$ cat src/rtl/reset_sequencer_if.sv
// Reset sequencer bus: soft-reset handshake, domain reset outputs and watchdog strobes.
// The sequencer uses the slave modport; the requester / consumer side uses master.
interface reset_sequencer_if;
    logic SW_RST_REQ;
    logic SW_RST_ACK;
    logic MEM_RST_N;
    logic DP_RST_N;
    logic CTRL_RST_N;
    logic READY;
    logic WDT_KICK;
    logic WDT_FIRED;

    modport slave (
        input  SW_RST_REQ,
        input  WDT_KICK,
        output SW_RST_ACK,
        output MEM_RST_N,
        output DP_RST_N,
        output CTRL_RST_N,
        output READY,
        output WDT_FIRED
    );

    modport master (
        output SW_RST_REQ,
        output WDT_KICK,
        input  SW_RST_ACK,
        input  MEM_RST_N,
        input  DP_RST_N,
        input  CTRL_RST_N,
        input  READY,
        input  WDT_FIRED
    );
endinterface

$ cat src/rtl/reset_sequencer.sv
// Reset sequencer: stretches the synchronized CPU reset, then releases the memory, datapath
// and controller reset domains in order with programmable gaps and raises READY.
// A soft-reset request accepted in RUN reruns the whole sequence.
// Optional watchdog enabled by defining RSTSEQ_WDT_EN; without it WDT_KICK is ignored and
// WDT_FIRED is tied low.
module reset_sequencer #(
    parameter int unsigned STRETCH   = 16,
    parameter int unsigned GAP       = 4,
    parameter int unsigned CW        = 8,
    parameter int unsigned WDT_LIMIT = 255
) (
    input  logic              CLK,
    input  logic              RST,
    reset_sequencer_if.slave  bus
);

    typedef enum logic [1:0] {
        StHold,
        StRelMem,
        StRelDp,
        StRun
    } state_e;

    localparam logic [CW-1:0] StretchLast = CW'(STRETCH - 1);
    localparam logic [CW-1:0] GapLast     = CW'(GAP - 1);

    state_e        state_q, state_d;
    logic [CW-1:0] cnt_q, cnt_d;
    logic          mem_q, mem_d;
    logic          dp_q, dp_d;
    logic          ctrl_q, ctrl_d;
    logic          ready_q, ready_d;
    logic          ack_q, ack_d;
    logic          fired_q, fired_d;

`ifdef RSTSEQ_WDT_EN
    localparam logic [CW-1:0] WdtLast = CW'(WDT_LIMIT - 1);
`else
    // Watchdog absent: kick strobe and limit are deliberately unused.
    logic unused_wdt;
    assign unused_wdt = bus.WDT_KICK ^ (WDT_LIMIT == 0);
`endif

    // State register; RST low clears everything at once, independent of CLK.
    always_ff @(posedge CLK or negedge RST) begin
        if (!RST) begin
            state_q <= StHold;
            cnt_q   <= '0;
            mem_q   <= 1'b0;
            dp_q    <= 1'b0;
            ctrl_q  <= 1'b0;
            ready_q <= 1'b0;
            ack_q   <= 1'b0;
            fired_q <= 1'b0;
        end else begin
            state_q <= state_d;
            cnt_q   <= cnt_d;
            mem_q   <= mem_d;
            dp_q    <= dp_d;
            ctrl_q  <= ctrl_d;
            ready_q <= ready_d;
            ack_q   <= ack_d;
            fired_q <= fired_d;
        end
    end

    // Next-state: counted release steps; in RUN the counter doubles as the watchdog timer.
    always_comb begin
        state_d = state_q;
        cnt_d   = cnt_q;
        mem_d   = mem_q;
        dp_d    = dp_q;
        ctrl_d  = ctrl_q;
        ready_d = ready_q;
        ack_d   = 1'b0;
        fired_d = 1'b0;

        unique case (state_q)
            StHold: begin
                if (cnt_q == StretchLast) begin
                    cnt_d   = '0;
                    mem_d   = 1'b1;
                    state_d = StRelMem;
                end else begin
                    cnt_d = cnt_q + 1'b1;
                end
            end

            StRelMem: begin
                if (cnt_q == GapLast) begin
                    cnt_d   = '0;
                    dp_d    = 1'b1;
                    state_d = StRelDp;
                end else begin
                    cnt_d = cnt_q + 1'b1;
                end
            end

            StRelDp: begin
                if (cnt_q == GapLast) begin
                    cnt_d   = '0;
                    ctrl_d  = 1'b1;
                    ready_d = 1'b1;
                    state_d = StRun;
                end else begin
                    cnt_d = cnt_q + 1'b1;
                end
            end

            StRun: begin
                // Soft request has priority over a same-edge watchdog timeout.
                if (bus.SW_RST_REQ) begin
                    ack_d   = 1'b1;
                    mem_d   = 1'b0;
                    dp_d    = 1'b0;
                    ctrl_d  = 1'b0;
                    ready_d = 1'b0;
                    cnt_d   = '0;
                    state_d = StHold;
                end
`ifdef RSTSEQ_WDT_EN
                else if (bus.WDT_KICK) begin
                    cnt_d = '0;
                end else if (cnt_q == WdtLast) begin
                    fired_d = 1'b1;
                    mem_d   = 1'b0;
                    dp_d    = 1'b0;
                    ctrl_d  = 1'b0;
                    ready_d = 1'b0;
                    cnt_d   = '0;
                    state_d = StHold;
                end else begin
                    cnt_d = cnt_q + 1'b1;
                end
`endif
            end

            default: begin
                state_d = StHold;
                cnt_d   = '0;
            end
        endcase
    end

    assign bus.MEM_RST_N  = mem_q;
    assign bus.DP_RST_N   = dp_q;
    assign bus.CTRL_RST_N = ctrl_q;
    assign bus.READY      = ready_q;
    assign bus.SW_RST_ACK = ack_q;
`ifdef RSTSEQ_WDT_EN
    assign bus.WDT_FIRED  = fired_q;
`else
    assign bus.WDT_FIRED  = 1'b0;
    logic unused_fired;
    assign unused_fired = fired_q;
`endif

endmodule

$ cat src/flat_wrapper.sv
// flat-port wrapper written by rule: the top's interface ports become plain ports
module reset_sequencer_flat 
#(
    parameter int unsigned STRETCH   = 16,
    parameter int unsigned GAP       = 4,
    parameter int unsigned CW        = 8,
    parameter int unsigned WDT_LIMIT = 255
)
  (CLK, RST, bus_SW_RST_REQ, bus_WDT_KICK, bus_SW_RST_ACK, bus_MEM_RST_N, bus_DP_RST_N, bus_CTRL_RST_N, bus_READY, bus_WDT_FIRED);
  reset_sequencer_if bus_i ();
  input  logic CLK;
  input  logic RST;
  input wire logic [$bits(bus_i.SW_RST_REQ)-1:0] bus_SW_RST_REQ;
  input wire logic [$bits(bus_i.WDT_KICK)-1:0] bus_WDT_KICK;
  output wire logic [$bits(bus_i.SW_RST_ACK)-1:0] bus_SW_RST_ACK;
  output wire logic [$bits(bus_i.MEM_RST_N)-1:0] bus_MEM_RST_N;
  output wire logic [$bits(bus_i.DP_RST_N)-1:0] bus_DP_RST_N;
  output wire logic [$bits(bus_i.CTRL_RST_N)-1:0] bus_CTRL_RST_N;
  output wire logic [$bits(bus_i.READY)-1:0] bus_READY;
  output wire logic [$bits(bus_i.WDT_FIRED)-1:0] bus_WDT_FIRED;
  assign bus_i.SW_RST_REQ = bus_SW_RST_REQ;
  assign bus_i.WDT_KICK = bus_WDT_KICK;
  assign bus_SW_RST_ACK = bus_i.SW_RST_ACK;
  assign bus_MEM_RST_N = bus_i.MEM_RST_N;
  assign bus_DP_RST_N = bus_i.DP_RST_N;
  assign bus_CTRL_RST_N = bus_i.CTRL_RST_N;
  assign bus_READY = bus_i.READY;
  assign bus_WDT_FIRED = bus_i.WDT_FIRED;
  reset_sequencer #(.STRETCH(STRETCH), .GAP(GAP), .CW(CW), .WDT_LIMIT(WDT_LIMIT)) u_core (.CLK(CLK), .RST(RST), .bus(bus_i));
endmodule
$ cat config.mk
export PLATFORM = sky130hd
export DESIGN_NAME = reset_sequencer_flat
export DESIGN_NICKNAME = d
export VERILOG_FILES = /design/src/rtl/reset_sequencer_if.sv /design/src/rtl/reset_sequencer.sv /design/src/flat_wrapper.sv
export SDC_FILE = /design/constraint.sdc
export NUM_CORES = 1
export LEC_CHECK = 0
export BUFFER_PORTS_ARGS = -buffer_cell sky130_fd_sc_hd__buf_2
export CORE_ASPECT_RATIO = 1.1
export CORE_MARGIN = 4
export CORE_UTILIZATION = 30
export CTS_CLUSTER_SIZE = 40
export DETAILED_ROUTE_END_ITERATION = 7
export GPL_TIMING_DRIVEN = 1
export PLACE_DENSITY_LB_ADDON = 0.12
export SLEW_MARGIN = 20
export SYNTH_ARGS = -nofsm -noshare
export SYNTH_HDL_FRONTEND = slang
export SYNTH_SLANG_ARGS = --single-unit
$ cat constraint.sdc
create_clock -name CLK -period 4.2 [get_ports CLK]
set_input_delay 0.63 -clock CLK [delete_from_list [all_inputs] [get_ports CLK]]
set_output_delay 0.63 -clock CLK [all_outputs]
set_load 0.01 [all_outputs]
# Word level (Yosys, flattened, before mapping)
# Cells that the tools add are included.
[totals] regBits=14
[classes] add_sub_neg=1 n_reduce_logical=9 n_mux=17 eq_ne=9
[op_table] operator="two-way mux 8 bit" n=3
[op_table] operator="one-hot mux 8 bit (3 select lines)" n=1
[op_table] operator="AND reduction 3 bit" n=3
[op_table] operator="adder 8 x 1 -> 8 bit, second input constant" n=1
[op_table] operator="== test 8 x 2 -> 1 bit, second input constant" n=1
[op_table] operator="== test 8 x 4 -> 1 bit, second input constant" n=1
[op_table] operator="two-way mux 2 bit" n=4
[op_table] operator="one-hot mux 2 bit (4 select lines)" n=1
[op_table] operator="!= test 2 x 1 -> 1 bit, second input constant" n=3
[op_table] operator="one-hot mux 1 bit (2 select lines)" n=3
[op_table] operator="nonzero test 2 bit" n=3
[op_table] operator="two-way mux 1 bit" n=5
[op_table] operator="== test 2 bit, second input constant" n=2
[op_table] operator="AND reduction 4 bit" n=1
[op_table] operator="== test 2 x 1 -> 1 bit, second input constant" n=1
[op_table] operator="logical NOT 2 bit" n=1
[op_table] operator="!= test 2 bit, second input constant" n=1
[op_table] operator="OR reduction 2 bit" n=1

# Logic depth before layout (Yosys ltp)
# Gate-level depths: netlist (run 1).
[depth] word_depth=3 ltp_mapped=6

# Worst setup path after synthesis (run 1)
# Ideal clock, no wire load.
[synth_path] path_type="reg2reg" from="reg u_core.cnt_q[0]" to="reg u_core.state_q[1]" t_arrival_ns=1.468 path_stages_with_launch=7 synth_period_minus_slack_ns=1.595 slack_ns=2.605 n_path_buf=1 path_cell_list="dfrtp_1 -> ha_1 -> and3_1 -> clkbuf_1 -> a21oi_1 -> nor3_2 -> mux2_1"
[synth_via] elab_chain_len=3
[synth_rtl] item="start, declared" line_no="reset_sequencer.sv:28" text="logic [CW-1:0] cnt_q, cnt_d;"
[synth_rtl] item="start signal, assigned" line_no="reset_sequencer.sv:57" text="cnt_q <= cnt_d;"
[synth_rtl] item="== test 8 x 2 -> 1 bit / == test 8 x 4 -> 1 bit (equally long branches)" line_no="reset_sequencer.sv:90, reset_sequencer.sv:100, reset_sequencer.sv:80"
[synth_rtl] item="!= test 2 x 1 -> 1 bit (no line)"
[synth_rtl] item="AND reduction 4 bit (no line) (*)"
[synth_rtl] item="end signal, assigned" line_no="reset_sequencer.sv:47" text="state_q <= StHold;"
[synth_rtl] item="end signal, assigned" line_no="reset_sequencer.sv:56" text="state_q <= state_d;"
[synth_rtl] item="end, declared" line_no="reset_sequencer.sv:27" text="state_e state_q, state_d;"
# Every way passes the cells marked *; elsewhere a longest branch is shown, timed or not.
# A chain may end at the register's enable or synchronous reset.

# Final worst setup path (run 1)
# Ends and elaborated chain as after synthesis.

==> impl_metrics.tcl, run 1 <==
set metrics [dict create \
    timing.rr.end "u_core.state_q[1]$_DFFE_PN0P_" \
    crit_chain "ha_1 > nor3b_1 > a21oi_1 > nor3_2 > mux2_1" \
    fin_cells 122 \
    drc 0 \
    worst_r2r_path_depth 5 \
    grt_max_degree 15 \
    antenna_found_initial 0 \
    nets 102 \
    synth_top_family_by_area "simple AND/OR/NAND/NOR gates" \
    cp.depth 5 \
    critPathArrivalTime_ns 1.88 \
    routabilityCongestion 0.6954 \
    power_density_mw_per_mm2 624.8 \
    netlist_instances 85 \
    dr.pass1.iters 4 \
    multiInputGateArea_um2 414.1 \
    first_iter_violations 10 \
    numCtsBuffers 3 \
    cts_tree "yes" \
    synth_top_flop_cell "dfrtp_1" \
    whs_ns 0.2424 \
    routed_via_density 4.762 \
    crit_path_end "u_core.state_q[1]$_DFFE_PN0P_" \
    hold_violations 0 \
    dp_slack_ns 2.458 \
    seq_power_share_pct 37.8 \
    endpoint_kind "flip-flop" \
    crit_start "u_core.cnt_q[0]$_DFFE_PN0P_" \
    cts.sinks 14 \
    die_w_um 57.80 \
    drv_cap 0 \
    synth_most_common_cell "dfrtp_1" \
    yosys.area.top_type_share_pct 42.81 \
    drtAntennaViolNets 0 \
    drive_gt1_share_pct 14.29 \
    seq_area_frac_synth_pct 42.81 \
    rsz0062_at_grt "false" \
    htreeDepth 1 \
    grt_use_total_pct 9.657 \
    cp-start-kind "flip-flop" \
    ys_types 29 \
    cts-resized-gates 0 \
    r2r-start "u_core.cnt_q[0]$_DFFE_PN0P_" \
    status "finished clean" \
    ios 10 \
    grt_first_pass_wirelength_mm 2.697 \
    switchingPower_uw 232.7 \
    synthMuxAreaShare_pct 3.823 \
    post-cts-setup-buffers 0 \
    fp.dieH_um 62.78 \
    synthAdderAreaFrac_pct 7.645 \
    final-setup-viol-count 0 \
    synth_edf_count 0 \
    synth_top_area_cell "dfrtp_1" \
    ir_worst_vdd_mv 0.3920 \
    grt_pass1_vias 604 \
    dpl.hpwl_mm 1.152 \
    yosys_warnings 0 \
    coreArea_mm2 0.002544 \
    finalCritPeriodShare_pct 41.14 \
    cts_hold_buf 0 \
    syn_nets 94 \
    drv_slew 0 \
    timing.fmax_ghz 0.5787 \
    critPathTopFamily "simple AND/OR/NAND/NOR gates" \
    finalWirelength_mm 1.480 \
    timing.final.ws_setup_ns 2.472 \
    synth_xor_area_share_pct 5.352 \
    synth_area_per_cell_um2 9.627 \
    p_sw_share_pct 41.81 \
    clock_latency_ns 0.27 \
    start_util_pct 32.17 \
    gr-total-overflow 0 \
    synth.cell_area_um2 818.3 \
    cts_buffer_depth 2 \
    synth-compound-area-share_pct 15.44 \
    p_comb_share_pct 49.1 \
    fin_crit_ns 1.728 \
    p_leak_nw 0.4393 \
    clockRootBuffer "clkbuf_4" \
    port-buffer-count 7 \
    fp-row-count 19 \
    path_buf_inv 0 \
    slowest_delay_ns 0.40 \
    reg2reg_slack_ns 2.47 \
    synth-simple-area-share_pct 17.89 \
    vias 581 \
    synthArstFlopShare_pct 100.0 \
    ys_top_cells_by_count "dfrtp_1 (14), a21oi_1 (8), inv_1 (8)" \
    synthTopCellsByArea "dfrtp_1 (43%), ha_1 (7.6%), xor2_1 (5.4%)" \
    slowest_stage "dfrtp_1" \
    p_clk_share_pct 13.1 \
    power.internal_uw 323.9 \
    hold_class "primary input to async pin" \
    place_inst 119 \
    ys_ff_latch 14 \
    critPathKind "flip-flop to flip-flop" \
    fin_setup_tns_ns 0 \
    wire_per_inst_um 12.13 \
    required_ns 4.36 \
    dieArea_mm2 0.003628 \
    finClkSkew_ns 0.002182 \
    diodes 0 \
    fill_cells 254 \
    path_max_fanout 5 \
    area_growth_pct 8.868 \
    clk_pin_slew_ns 0.08 \
    layout.area.seq_um2 350.3 \
]
==> cells in the final DEF, fill, tap and decap left out, types with 2 or more instances in the layout <==
master     n
mux2i_1    2
ha_1       5
nand4_1    4
a21oi_1    8
nand2_1    7
dfrtp_1   14
a22o_1     2
inv_1      8
o21ai_0    6
xor2_1     5
nand2b_1   2
buf_2      7
and3_1     3
nand3_1    2
clkbuf_4   3
==> metrics by stage <==
stage               area [um2]  total power, mW  utilization (%)
finish                   890.9           0.5566            35.02
global route             890.9           0.6190            35.02
CTS                      890.9           0.5667            35.02
detailed placement       868.3           0.4894            34.14
global placement         868.3           0.4882            34.14
floorplan                818.3           0.4228                -
==> final cells by class <==
class / count / share of cell area, %
clock buffers: 3 / 2.528
inverters: 8 / 3.371
multi-input cells: 59 / 46.49
flip-flops and latches: 14 / 39.33
well taps: 31 / 4.354
repair buffers: 7 / 3.933
==> state kept, by name, indices dropped and copies added (netlist names) <==
name,cells
u_core.cnt_q,8
u_core.state_q,2
u_core.bus.DP_RST_N,1
u_core.bus.MEM_RST_N,1
u_core.bus.READY,1
u_core.bus.SW_RST_ACK,1
==> how the worst min path moves through the flow <==
stage | startpoint | end | slack, ns | cells past startpoint
finish | RST | u_core.cnt_q[0]$_DFFE_PN0P_ | 0.24 | 1
global route | RST | u_core.cnt_q[0]$_DFFE_PN0P_ | 0.25 | 1
CTS | RST | u_core.cnt_q[5]$_DFFE_PN0P_ | 0.25 | 1
detailed placement | u_core.bus.DP_RST_N$_DFFE_PN0P_ | u_core.bus.DP_RST_N$_DFFE_PN0P_ | 0.51 | 1
global placement | u_core.bus.DP_RST_N$_DFFE_PN0P_ | u_core.bus.DP_RST_N$_DFFE_PN0P_ | 0.51 | 1
floorplan | RST | u_core.bus.DP_RST_N$_DFFE_PN0P_ | 0.33 | 0
==> routing by layer <==
metal | GRT usage [%] | share of wire (%) | wire (um) | up-vias
met3 | 2.066 | 3.2 | 48 | 4
met2 | 15.40 | 45 | 662 | 6
met4 | 6.087 | 1.8 | 26 | 0
li1 | - | - | - | 309
met1 | 11.49 | 50 | 742 | 262
met5 | 0 | 0 | 0 | -
==> cell families (layout without fill, tap and decap cells) <==
group,Yosys count,in the layout
xor+xnor,5,5
mux,3,3
buf+inv,12,18
flops,14,14
fa+ha+maj,5,5
compound gates,21,21
simple gates,24,24
other cells,1,1
==> power by group through the flow <==
stage | clock network (mW) | registers [mW] | logic [mW]
detailed placement | 0 | 0.213 | 0.276
floorplan | 0 | 0.214 | 0.208
global placement | 0 | 0.211 | 0.277
finish | 0.0731 | 0.210 | 0.273
global route | 0.0853 | 0.218 | 0.316
CTS | 0.0786 | 0.210 | 0.278
(Power assumes the default switching activity.)
==> run 2, diff against run 1 <==
--- a/config.mk
+++ b/config.mk
@@ -5,6 +5,7 @@
 export SDC_FILE = /design/constraint.sdc
 export NUM_CORES = 1
 export LEC_CHECK = 0
+export ABC_AREA = 1
 export BUFFER_PORTS_ARGS = -buffer_cell sky130_fd_sc_hd__buf_2
 export CORE_ASPECT_RATIO = 1.1
 export CORE_MARGIN = 4
==> constraint.sdc (replaced) <==
create_clock -name CLK -period 1.49 [get_ports CLK]
set_input_delay 0.2235 -clock CLK [delete_from_list [all_inputs] [get_ports CLK]]
set_output_delay 0.2235 -clock CLK [all_outputs]
set_load 0.01 [all_outputs]
==> run 2 against run 1 <==
- power rose to 3.6 times the previous value
- final area rose by 23%
- clock skew rose by 0.0065 ns
- final cell count rose by 39%
==> impl_metrics.tcl, run 2 <==
set metrics [dict create \
    grt_max_degree 15 \
    routabilityCongestion 0.7662 \
    layout.area.seq_um2 350.3 \
    cts_tree "yes" \
    diodes 0 \
    cts_buffer_depth 2 \
    status "finished clean" \
    drc 0 \
    drv_slew 0 \
    p_leak_nw 0.5819 \
    largest_register_ffs 8 \
    required_ns 1.70 \
    dieArea_mm2 0.003901 \
    ios 10 \
    fin_crit_ns 1.370 \
    fp-row-count 20 \
    p_total_mw 1.995 \
    nets 146 \
    synth_edf_count 0 \
    fill_cells 278 \
    htreeDepth 1 \
    critPathKind "flip-flop to flip-flop" \
    synth_area_per_cell_um2 7.603 \
    drv_cap 0 \
    first_iter_violations 14 \
    timing.fmax_ghz 0.7300 \
    netlist_instances 117 \
    area_growth_pct 23.07 \
    coreArea_mm2 0.002803 \
    clockRootBuffer "clkbuf_4" \
    die_w_um 59.92 \
    grt_use_total_pct 11.53 \
    synth_top_area_cell "dfrtp_1" \
    final_cell_mix "nand2_1 (32), inv_1 (14), dfrtp_1 (14), nor2_1 (12), buf_4 (10)" \
    synthTopCellsByArea "dfrtp_1 (39%), nand2_1 (14%), ha_1 (7.0%)" \
    drive_gt1_share_pct 25.00 \
    largest_register "u_core.cnt_q" \
    start_util_pct 31.74 \
    finalCritPeriodShare_pct 91.94 \
    clk_pin_slew_ns 0.10 \
    multiInputGateArea_um2 483.0 \
    post-cts-setup-buffers 0 \
    whs_ns 0.1975 \
    rsz0062_at_grt "true" \
    antenna_found_initial 0 \
    routed_via_density 4.503 \
    numCtsBuffers 3 \
    synthArstFlopShare_pct 100.0 \
    ir_worst_vdd_mv 0.7411 \
    grt_pass1_vias 817 \
    power_density_mw_per_mm2 1822 \
    reg2reg_slack_ns 0.12 \
    hold_violations 0 \
    ys_types 20 \
    finClkSkew_ns 0.008684 \
    syn_nets 126 \
    port-buffer-count 7 \
    vias 761 \
    final-setup-viol-count 0 \
    finalWirelength_mm 1.905 \
    synth_most_common_cell "nand2_1" \
    yosys.area.top_type_share_pct 39.38 \
    fp.dieH_um 65.11 \
    critPathArrivalTime_ns 1.58 \
    cts.sinks 14 \
    seq_area_frac_synth_pct 39.38 \
    synth.cell_area_um2 889.6 \
    cp-start-kind "flip-flop" \
    wire_per_inst_um 11.27 \
    layout_commonest_cell "nand2_1" \
    dr.pass1.iters 4 \
    clock_latency_ns 0.28 \
    path_max_fanout 8 \
    top_regs "u_core.cnt_q x8, u_core.state_q x2" \
    ys_top_cells_by_count "nand2_1 (32), inv_1 (15), dfrtp_1 (14)" \
    yosys_warnings 0 \
    drtAntennaViolNets 0 \
    grt_first_pass_wirelength_mm 3.408 \
    gr-total-overflow 0 \
    synth_top_flop_cell "dfrtp_1" \
    dpl.hpwl_mm 1.436 \
    ys_ff_latch 14 \
    endpoint_kind "flip-flop" \
    hold_class "primary input to flip-flop" \
]
## run 2: cell types whose count changed after synthesis, moves of 5 or more
| cell | change |
|---|---|
| nand3_1 | +5 |
| nor2_1 | +12 |
| nand2_1 | +25 |
| inv_1 | +7 |
## run 2: what timing repair did
item / in CTS / in global routing
hold buffers: 1 / 0
hold endpoints to repair: 14 / 0
resized for setup: 2 / 6
setup endpoints to repair: 13 / 5
## run 2: cells by family (layout without fill, tap and decap cells)
family | count (synthesis) | in the layout | synth area share, %
other cells | 1 | 1 | 0.4215
mux | 1 | 1 | 1.125
flops | 14 | 14 | 39.38
simple gates | 61 | 61 | 31.37
fa+ha+maj | 5 | 5 | 7.032
buf+inv | 20 | 39 | 9.704
xor+xnor | 4 | 4 | 3.939
compound gates | 11 | 11 | 7.032
## run 2: final timing paths
path / start / end / cells after the start
max: u_core.state_q[0]$_DFFE_PN0P_ / u_core.cnt_q[5]$_DFFE_PN0P_ / 7
min: bus_SW_RST_REQ / u_core.bus.SW_RST_ACK$_DFF_PN0_ / 3
max reg2reg: u_core.state_q[0]$_DFFE_PN0P_ / u_core.cnt_q[5]$_DFFE_PN0P_ / 7
min reg2reg: u_core.bus.MEM_RST_N$_DFFE_PN0P_ / u_core.bus.MEM_RST_N$_DFFE_PN0P_ / 2
max in group asynchronous: RST / u_core.cnt_q[6]$_DFFE_PN0P_ / 2
min in group asynchronous: RST / u_core.bus.SW_RST_ACK$_DFF_PN0_ / 2
## run 2: cell type report
| cell class | instances | area share, % |
|---|---|---|
| inverter | 17 | 5.829 |
| multi-input combinational | 83 | 44.11 |
| tap | 33 | 3.771 |
| timing repair buffer | 18 | 10.97 |
| clock buffer | 4 | 3.314 |
| sequential | 14 | 32.00 |
## run 2: critical path: stages, from the launching register on
cell and delay, ns:
dfrtp_1 0.39, ha_1 0.22, inv_2 0.08, nor2_4 0.07
nor2_1 0.18, nand2_1 0.09, xor2_1 0.14, a21oi_1 0.13
## run 2: metal layers
metal	vias up	global-route usage (%)	part of all wire (%)
li1	398	-	-
met1	345	14.30	48
met2	13	18.65	46
met3	5	2.554	4.2
met4	0	5.263	1.8
met5	-	0	0
## run 2: metrics by stage
step | setup WS (ns) | area (um2) | setup TNS [ns] | cells | utilization, %
floorplan | 0.1548 | 889.6 | 0 | 117 | -
finish | 0.1201 | 1095 | 0 | 169 | 39.06
global placement | -0.1998 | 1018 | -1.304 | 164 | 36.34
CTS | 0.06627 | 1072 | 0 | 169 | 38.26
global route | -0.01062 | 1095 | -0.01986 | 169 | 39.06
detailed placement | -0.2354 | 1018 | -1.744 | 164 | 36.34
## run 2: power by group
group	switching, mW	internal [mW]	leakage, nW
clock network	0.133	0.149	0.0210
logic	0.658	0.480	0.378
registers	0.0824	0.493	0.183
total	0.874	1.12	0.582
